<file path="config.mk">
export PLATFORM = sky130hd
export DESIGN_NAME = key_cmd_queue
export DESIGN_NICKNAME = d
export VERILOG_FILES = /design/src/rtl/key_cmd_queue_pkg.sv /design/src/rtl/key_cmd_queue_sync_fifo.sv /design/src/rtl/key_cmd_queue.sv
export SDC_FILE = /design/constraint.sdc
export NUM_CORES = 1
export LEC_CHECK = 0
export ABC_AREA = 1
export BUFFER_PORTS_ARGS = -buffer_cell sky130_fd_sc_hd__buf_2
export CORE_ASPECT_RATIO = 0.5
export CORE_MARGIN = 1
export CORE_UTILIZATION = 60
export DETAILED_ROUTE_END_ITERATION = 10
export GPL_TIMING_DRIVEN = 0
export PLACE_DENSITY = 0.79
export SYNTH_ARGS = -nofsm -noshare
export SYNTH_HDL_FRONTEND = slang
export SYNTH_SLANG_ARGS = --single-unit
export TNS_END_PERCENT = 5
</file>
<file path="constraint.sdc">
create_clock -name i_clk -period 3 [get_ports i_clk]
set_clock_uncertainty 0.05 [all_clocks]
set_input_delay 0.3 -clock i_clk [delete_from_list [all_inputs] [get_ports i_clk]]
set_output_delay 0.3 -clock i_clk [all_outputs]
set_load 0.05 [all_outputs]
</file>
<file path="src/rtl/key_cmd_queue_pkg.sv">
// rtl/key_cmd_queue_pkg.sv - direction constants and key-to-direction mapping
package key_cmd_queue_pkg;

   typedef logic [1:0] dir_t;

   localparam dir_t DIR_RIGHT = 2'd0;
   localparam dir_t DIR_DOWN  = 2'd1;
   localparam dir_t DIR_UP    = 2'd2;
   localparam dir_t DIR_LEFT  = 2'd3;

   // Lowest set key bit wins; simultaneous higher bits are ignored.
   function automatic dir_t key_to_dir(input logic [3:0] key);
      dir_t d;
      d = DIR_RIGHT;
      if (key[0])      d = DIR_RIGHT;
      else if (key[1]) d = DIR_DOWN;
      else if (key[2]) d = DIR_UP;
      else if (key[3]) d = DIR_LEFT;
      return d;
   endfunction

endpackage

</file>
<file path="src/rtl/key_cmd_queue_sync_fifo.sv">
// rtl/key_cmd_queue_sync_fifo.sv - synchronous FIFO with flush and occupancy count
module sync_fifo #(
   parameter  int WIDTH = 2,
   parameter  int DEPTH = 4,
   localparam int AW    = $clog2(DEPTH),
   localparam int CW    = AW + 1
) (
   input  logic             i_clk,
   input  logic             i_resetn,
   input  logic             i_flush,
   input  logic             i_push,
   input  logic             i_pop,
   input  logic [WIDTH-1:0] i_wdata,
   output logic [WIDTH-1:0] o_rdata,
   output logic             o_full,
   output logic             o_empty,
   output logic [CW-1:0]    o_count
);

   logic [WIDTH-1:0] r_mem [DEPTH];
   logic [AW-1:0]    r_wr_ptr;
   logic [AW-1:0]    r_rd_ptr;
   logic [CW-1:0]    r_count;
   logic             w_wr;
   logic             w_rd;

   assign w_wr = i_push && !i_flush;
   assign w_rd = i_pop  && !i_flush;

   always_ff @(posedge i_clk) begin
      if (w_wr) r_mem[r_wr_ptr] <= i_wdata;
   end

   // Pointers are power-of-two wide, so the natural overflow is the modulo wrap.
   always_ff @(posedge i_clk or negedge i_resetn) begin
      if (!i_resetn) begin
         r_wr_ptr <= '0;
         r_rd_ptr <= '0;
         r_count  <= '0;
      end else if (i_flush) begin
         r_wr_ptr <= '0;
         r_rd_ptr <= '0;
         r_count  <= '0;
      end else begin
         if (w_wr) r_wr_ptr <= r_wr_ptr + AW'(1);
         if (w_rd) r_rd_ptr <= r_rd_ptr + AW'(1);
         case ({w_wr, w_rd})
            2'b10:   r_count <= r_count + CW'(1);
            2'b01:   r_count <= r_count - CW'(1);
            default: r_count <= r_count;
         endcase
      end
   end

   assign o_rdata = r_mem[r_rd_ptr];
   assign o_full  = (r_count == CW'(DEPTH));
   assign o_empty = (r_count == '0);
   assign o_count = r_count;

endmodule

</file>
<file path="src/rtl/key_cmd_queue.sv">
// rtl/key_cmd_queue.sv - key pulse to direction command queue with dedupe and stale discard
module key_cmd_queue
   import key_cmd_queue_pkg::*;
#(
   parameter  int DEPTH        = 4,
   parameter  int STALE_CYCLES = 25000000,
   parameter  int CNT_W        = 25,
   localparam int CW           = $clog2(DEPTH) + 1
) (
   input  logic          i_clk,
   input  logic          i_resetn,
   input  logic [3:0]    i_key_pulse,
   input  logic          i_flush,
   input  logic          i_ovf_clr,
   input  logic          i_cmd_ready,
   output logic          o_cmd_valid,
   output logic [1:0]    o_cmd_dir,
   output logic [CW-1:0] o_count,
   output logic          o_overflow,
   output logic          o_stale_drop
);

   localparam bit               STALE_EN   = (STALE_CYCLES != 0);
   localparam logic [CNT_W-1:0] STALE_LAST = CNT_W'(STALE_CYCLES - 1);

   logic             r_overflow;
   logic             r_stale_drop;
   logic [CNT_W-1:0] r_stale_cnt;
   dir_t             r_last_dir;

   logic             w_cand_valid;
   dir_t             w_cand_dir;
   logic             w_survive;
   logic             w_accept;
   logic             w_stale_hit;
   logic             w_pop;
   logic             w_push;
   logic             w_drop;
   logic             w_full;
   logic             w_empty;
   dir_t             w_rdata;

   assign w_cand_valid = |i_key_pulse;
   assign w_cand_dir   = key_to_dir(i_key_pulse);
   assign w_survive    = w_cand_valid && (w_empty || (w_cand_dir != r_last_dir));

   assign w_accept     = o_cmd_valid && i_cmd_ready;
   assign w_stale_hit  = STALE_EN && o_cmd_valid && !i_cmd_ready && (r_stale_cnt == STALE_LAST);
   assign w_pop        = (w_accept || w_stale_hit) && !i_flush;
   // A pop in the same cycle frees the slot, so a push at full still lands.
   assign w_push       = w_survive && (!w_full || w_pop) && !i_flush;
   assign w_drop       = w_survive && w_full && !w_pop && !i_flush;

   sync_fifo #(
      .WIDTH (2),
      .DEPTH (DEPTH)
   ) u_fifo (
      .i_clk    (i_clk),
      .i_resetn (i_resetn),
      .i_flush  (i_flush),
      .i_push   (w_push),
      .i_pop    (w_pop),
      .i_wdata  (w_cand_dir),
      .o_rdata  (w_rdata),
      .o_full   (w_full),
      .o_empty  (w_empty),
      .o_count  (o_count)
   );

   always_ff @(posedge i_clk or negedge i_resetn) begin
      if (!i_resetn) begin
         r_overflow   <= 1'b0;
         r_stale_drop <= 1'b0;
         r_stale_cnt  <= '0;
         r_last_dir   <= DIR_RIGHT;
      end else begin
         if (w_drop)         r_overflow <= 1'b1;
         else if (i_ovf_clr) r_overflow <= 1'b0;

         r_stale_drop <= w_stale_hit && !i_flush;

         if (i_flush || w_pop || w_empty) r_stale_cnt <= '0;
         else if (!i_cmd_ready)           r_stale_cnt <= r_stale_cnt + CNT_W'(1);

         if (w_push) r_last_dir <= w_cand_dir;
      end
   end

   assign o_cmd_valid  = !w_empty;
   assign o_cmd_dir    = o_cmd_valid ? w_rdata : DIR_RIGHT;
   assign o_overflow   = r_overflow;
   assign o_stale_drop = r_stale_drop;

endmodule

</file>
==> results.json <==
{
  "clkLatencyLatePin_ps": 310,
  "sw_frac_of_total": 0.429,
  "gp_congestion": 0.959,
  "drt-initial-drc-count": 104,
  "clock-sinks": 44,
  "grt_overflow": 0,
  "dp_cells": 379,
  "grt_pass1_vias": 1956,
  "path_delay_family": "simple AND/OR/NAND/NOR gates",
  "end_kind": "flip-flop",
  "cp-start-kind": "flip-flop",
  "layoutNonFillerInstCount": 387,
  "ys_top_cells_by_count": "nand2_1, nor2_1, inv_1, dfrtp_1, nor2_2",
  "pin_count": 17,
  "grt_setup_unrepaired": "false",
  "crit_top_cell": "nand2_1",
  "tightest_slew_ps": 807,
  "synth_seq_area_share": 0.437,
  "fin_crit_ps": 2450,
  "diodes": 0,
  "async_reset_ff_frac": 0.818,
  "seqPwrFrac": 0.374,
  "crit_buf_inv": 2,
  "routedWlPerCell_um": 13.1,
  "antenna_found_initial": 0,
  "die_w_um": 95.3,
  "drt_wl_total_um": 5070,
  "dr.pass1.iters": 4,
  "postCtsHoldBufs": 0,
  "synth.largest_area_cell": "dfrtp_1",
  "finalHoldViolCount": 0,
  "die_y_um": 48.7,
  "synth_area_per_cell_um2": 8.45,
  "place_hpwl_um": 3890,
  "rows": 16,
  "core_mm2": 0.00404,
  "initial_core_util": 0.646,
  "fmax_ghz": 0.408,
  "power.switching_uw": 868,
  "arrival_ps": 2650,
  "post_cts_resize_count": 0,
  "synth_seq_cells": 44,
  "ant_nets": 0,
  "setup-violations-final": 0,
  "cts_root_buf": "clkbuf_8",
  "avgViaCountPerCell": 5.31,
  "synth_fp_nets": 324,
  "htree_levels": 2,
  "outcome": "finished, final reports clean",
  "postCtsSetupBuffers": 0,
  "n_fill_cell": 342,
  "cts_tree": "yes",
  "cpPeakStageDelay_ps": 430,
  "synth_edf_count": 8,
  "power_frac_clock": 0.220,
  "slew_headroom": 0.462,
  "drv_slew": 0,
  "drc_errors": 0,
  "drive_gt1_frac": 0.216,
  "yosysUniqueCellTypes": 36,
  "hold_class": "in -> async",
  "num_vias": 2056,
  "crit_path_cell_trace": "ha_1 -> nand2_2 -> nor2_2 -> nand2_1 -> nor2_1 -> nand2_2 -> nand2_4 -> nand3_2 -> inv_1 -> fa_1 -> xor2_1 -> inv_1 -> nand4_1 -> a21oi_1 -> nand2_1 -> nand2_1",
  "critPathMaxFanout": 6,
  "postSynthCellCount": 309,
  "p_leak_nw": 1.31,
  "fin_setup_tns_ps": 0,
  "p_int_mw": 1.16,
  "crit_type": "reg -> reg",
  "layout.nets": 347,
  "dieArea_mm2": 0.00464,
  "powerDensity_mw_per_mm2": 707,
  "max_cap_violations": 0,
  "grt_use_total": 0.256,
  "grt_max_degree": 37,
  "period_share": 0.816,
  "synth_area_leaders": "dfrtp_1, edfxtp_1, nand2_1",
  "syn_area_mm2": 0.00261,
  "cp_slowest_cell": "dfrtp_1",
  "port_buffers": 16,
  "syn_to_final_growth_pct": 9.72,
  "synth_flop_cell": "dfrtp_1",
  "synth_top_area_frac": 0.345,
  "clockBufferDepth": 2,
  "ir_drop_mv": 0.480,
  "yosysMostFrequentCell": "nand2_1",
  "yosys_warnings": 0,
  "cts_buffers": 5,
  "whs_ps": 21.8,
  "combPwrFrac": 0.407,
  "grt_pass1_wl_um": 8920,
  "clk_pin_slew_worst_paths_ps": 80,
  "cp.required_ps": 3200
}
[worst register-to-register path: stages, from the launching register on]
cell,delay (ps)
dfrtp_1,430
ha_1,250
nand2_2,100
nor2_2,60
nand2_1,60
nor2_1,50
nand2_2,90
nand2_4,100
nand3_2,150
inv_1,70
fa_1,380
xor2_1,190
inv_1,60
nand4_1,90
a21oi_1,170
nand2_1,60
nand2_1,50
[flip-flops by register name (all words and copies together), names as in the netlist]
signal / count
o_stale_drop: 1
r_stale_cnt: 25
o_overflow: 1
u_fifo.r_wr_ptr: 2
u_fifo.r_rd_ptr: 2
u_fifo.r_mem: 8
r_last_dir: 2
u_fifo.o_count: 3
[through the flow]
stage          utilization  power (mW)  worst slack (ps)  area [um2]
2_1_floorplan            -        1.41               348        2610
3_3_place_gp         0.683        1.57               644        2760
3_5_place_dp         0.683        1.59               583        2760
4_1_cts              0.709        2.04               561        2870
5_1_grt              0.709        2.15               354        2870
6_report             0.709        2.03               551        2870
[final timing paths]
path	startpoint	end	slack (ps)	depth (start not counted)
setup / recovery	r_stale_cnt[0]$_DFFE_PN0P_	u_fifo.o_count[2]$_DFFE_PN0P_	550	16
hold / removal	i_resetn	r_stale_cnt[8]$_DFFE_PN0P_	20	1
setup reg to reg	r_stale_cnt[0]$_DFFE_PN0P_	u_fifo.o_count[2]$_DFFE_PN0P_	550	16
hold reg to reg	r_stale_cnt[0]$_DFFE_PN0P_	r_stale_cnt[0]$_DFFE_PN0P_	450	1
max in group asynchronous	i_resetn	r_stale_cnt[5]$_DFFE_PN0P_	2360	1
min in group i_clk	i_ovf_clr	o_overflow$_DFFE_PN0P_	140	2
[metal layers]
layer  track usage  part of all wire  up-vias
met5             0                 0        -
met1         0.357              0.47      967
met2         0.392              0.47       57
li1              -                 -     1028
met3        0.0708             0.052        4
met4        0.0758             0.011        0
[logic make-up (layout without fill, tap and decap cells)]
logic type | after synthesis | count (layout) | synth area share
compound gates | 25 | 25 | 0.0517
xor+xnor | 11 | 11 | 0.0369
fa+ha+maj | 6 | 6 | 0.0316
simple gates | 176 | 176 | 0.361
flops | 44 | 44 | 0.437
buf+inv | 47 | 71 | 0.0819
[final cells by class]
type                    instances  area (um2)  share of cell area
plain buffers                   1        20.0             0.00698
clock buffers                   5        68.8              0.0240
clock inverters                 3        37.5              0.0131
inverters                      46         194              0.0677
multi-input cells             218        1260               0.439
flip-flops and latches         44        1140               0.398
well taps                      54        67.6              0.0236
repair buffers                 16        80.1              0.0279
[power by group through the flow]
stage               Clock (mW)  Combinational, mW  Sequential [mW]
floorplan                    0              0.586            0.822
global route             0.480              0.903            0.768
detailed placement           0              0.825            0.767
CTS                      0.460              0.829            0.756
global placement             0              0.805            0.761
finish                   0.445              0.824            0.757
[layout by cell type (no fill, tap or decap), types with 2 or more instances in the layout]
cell / synthesis / final
nand2_1: 57 / 57
nor2_1: 44 / 44
inv_1: 40 / 40
dfrtp_1: 36 / 36
nor2_2: 16 / 16
buf_2: 0 / 16
nor3_1: 11 / 11
a21oi_1: 11 / 11
nand3_1: 10 / 10
xor2_1: 10 / 10
nand4_1: 9 / 9
o21ai_0: 8 / 8
edfxtp_1: 8 / 8
nand2_2: 6 / 6
nand2_4: 5 / 5
ha_1: 5 / 5
clkbuf_8: 0 / 5
nand3_2: 4 / 4
nor4_1: 4 / 4
inv_2: 3 / 3
o21ai_1: 3 / 3
nor2_8: 2 / 2
nor2_4: 2 / 2
clkinv_1: 0 / 2
Note: power is estimated with default switching activity, not from simulation.
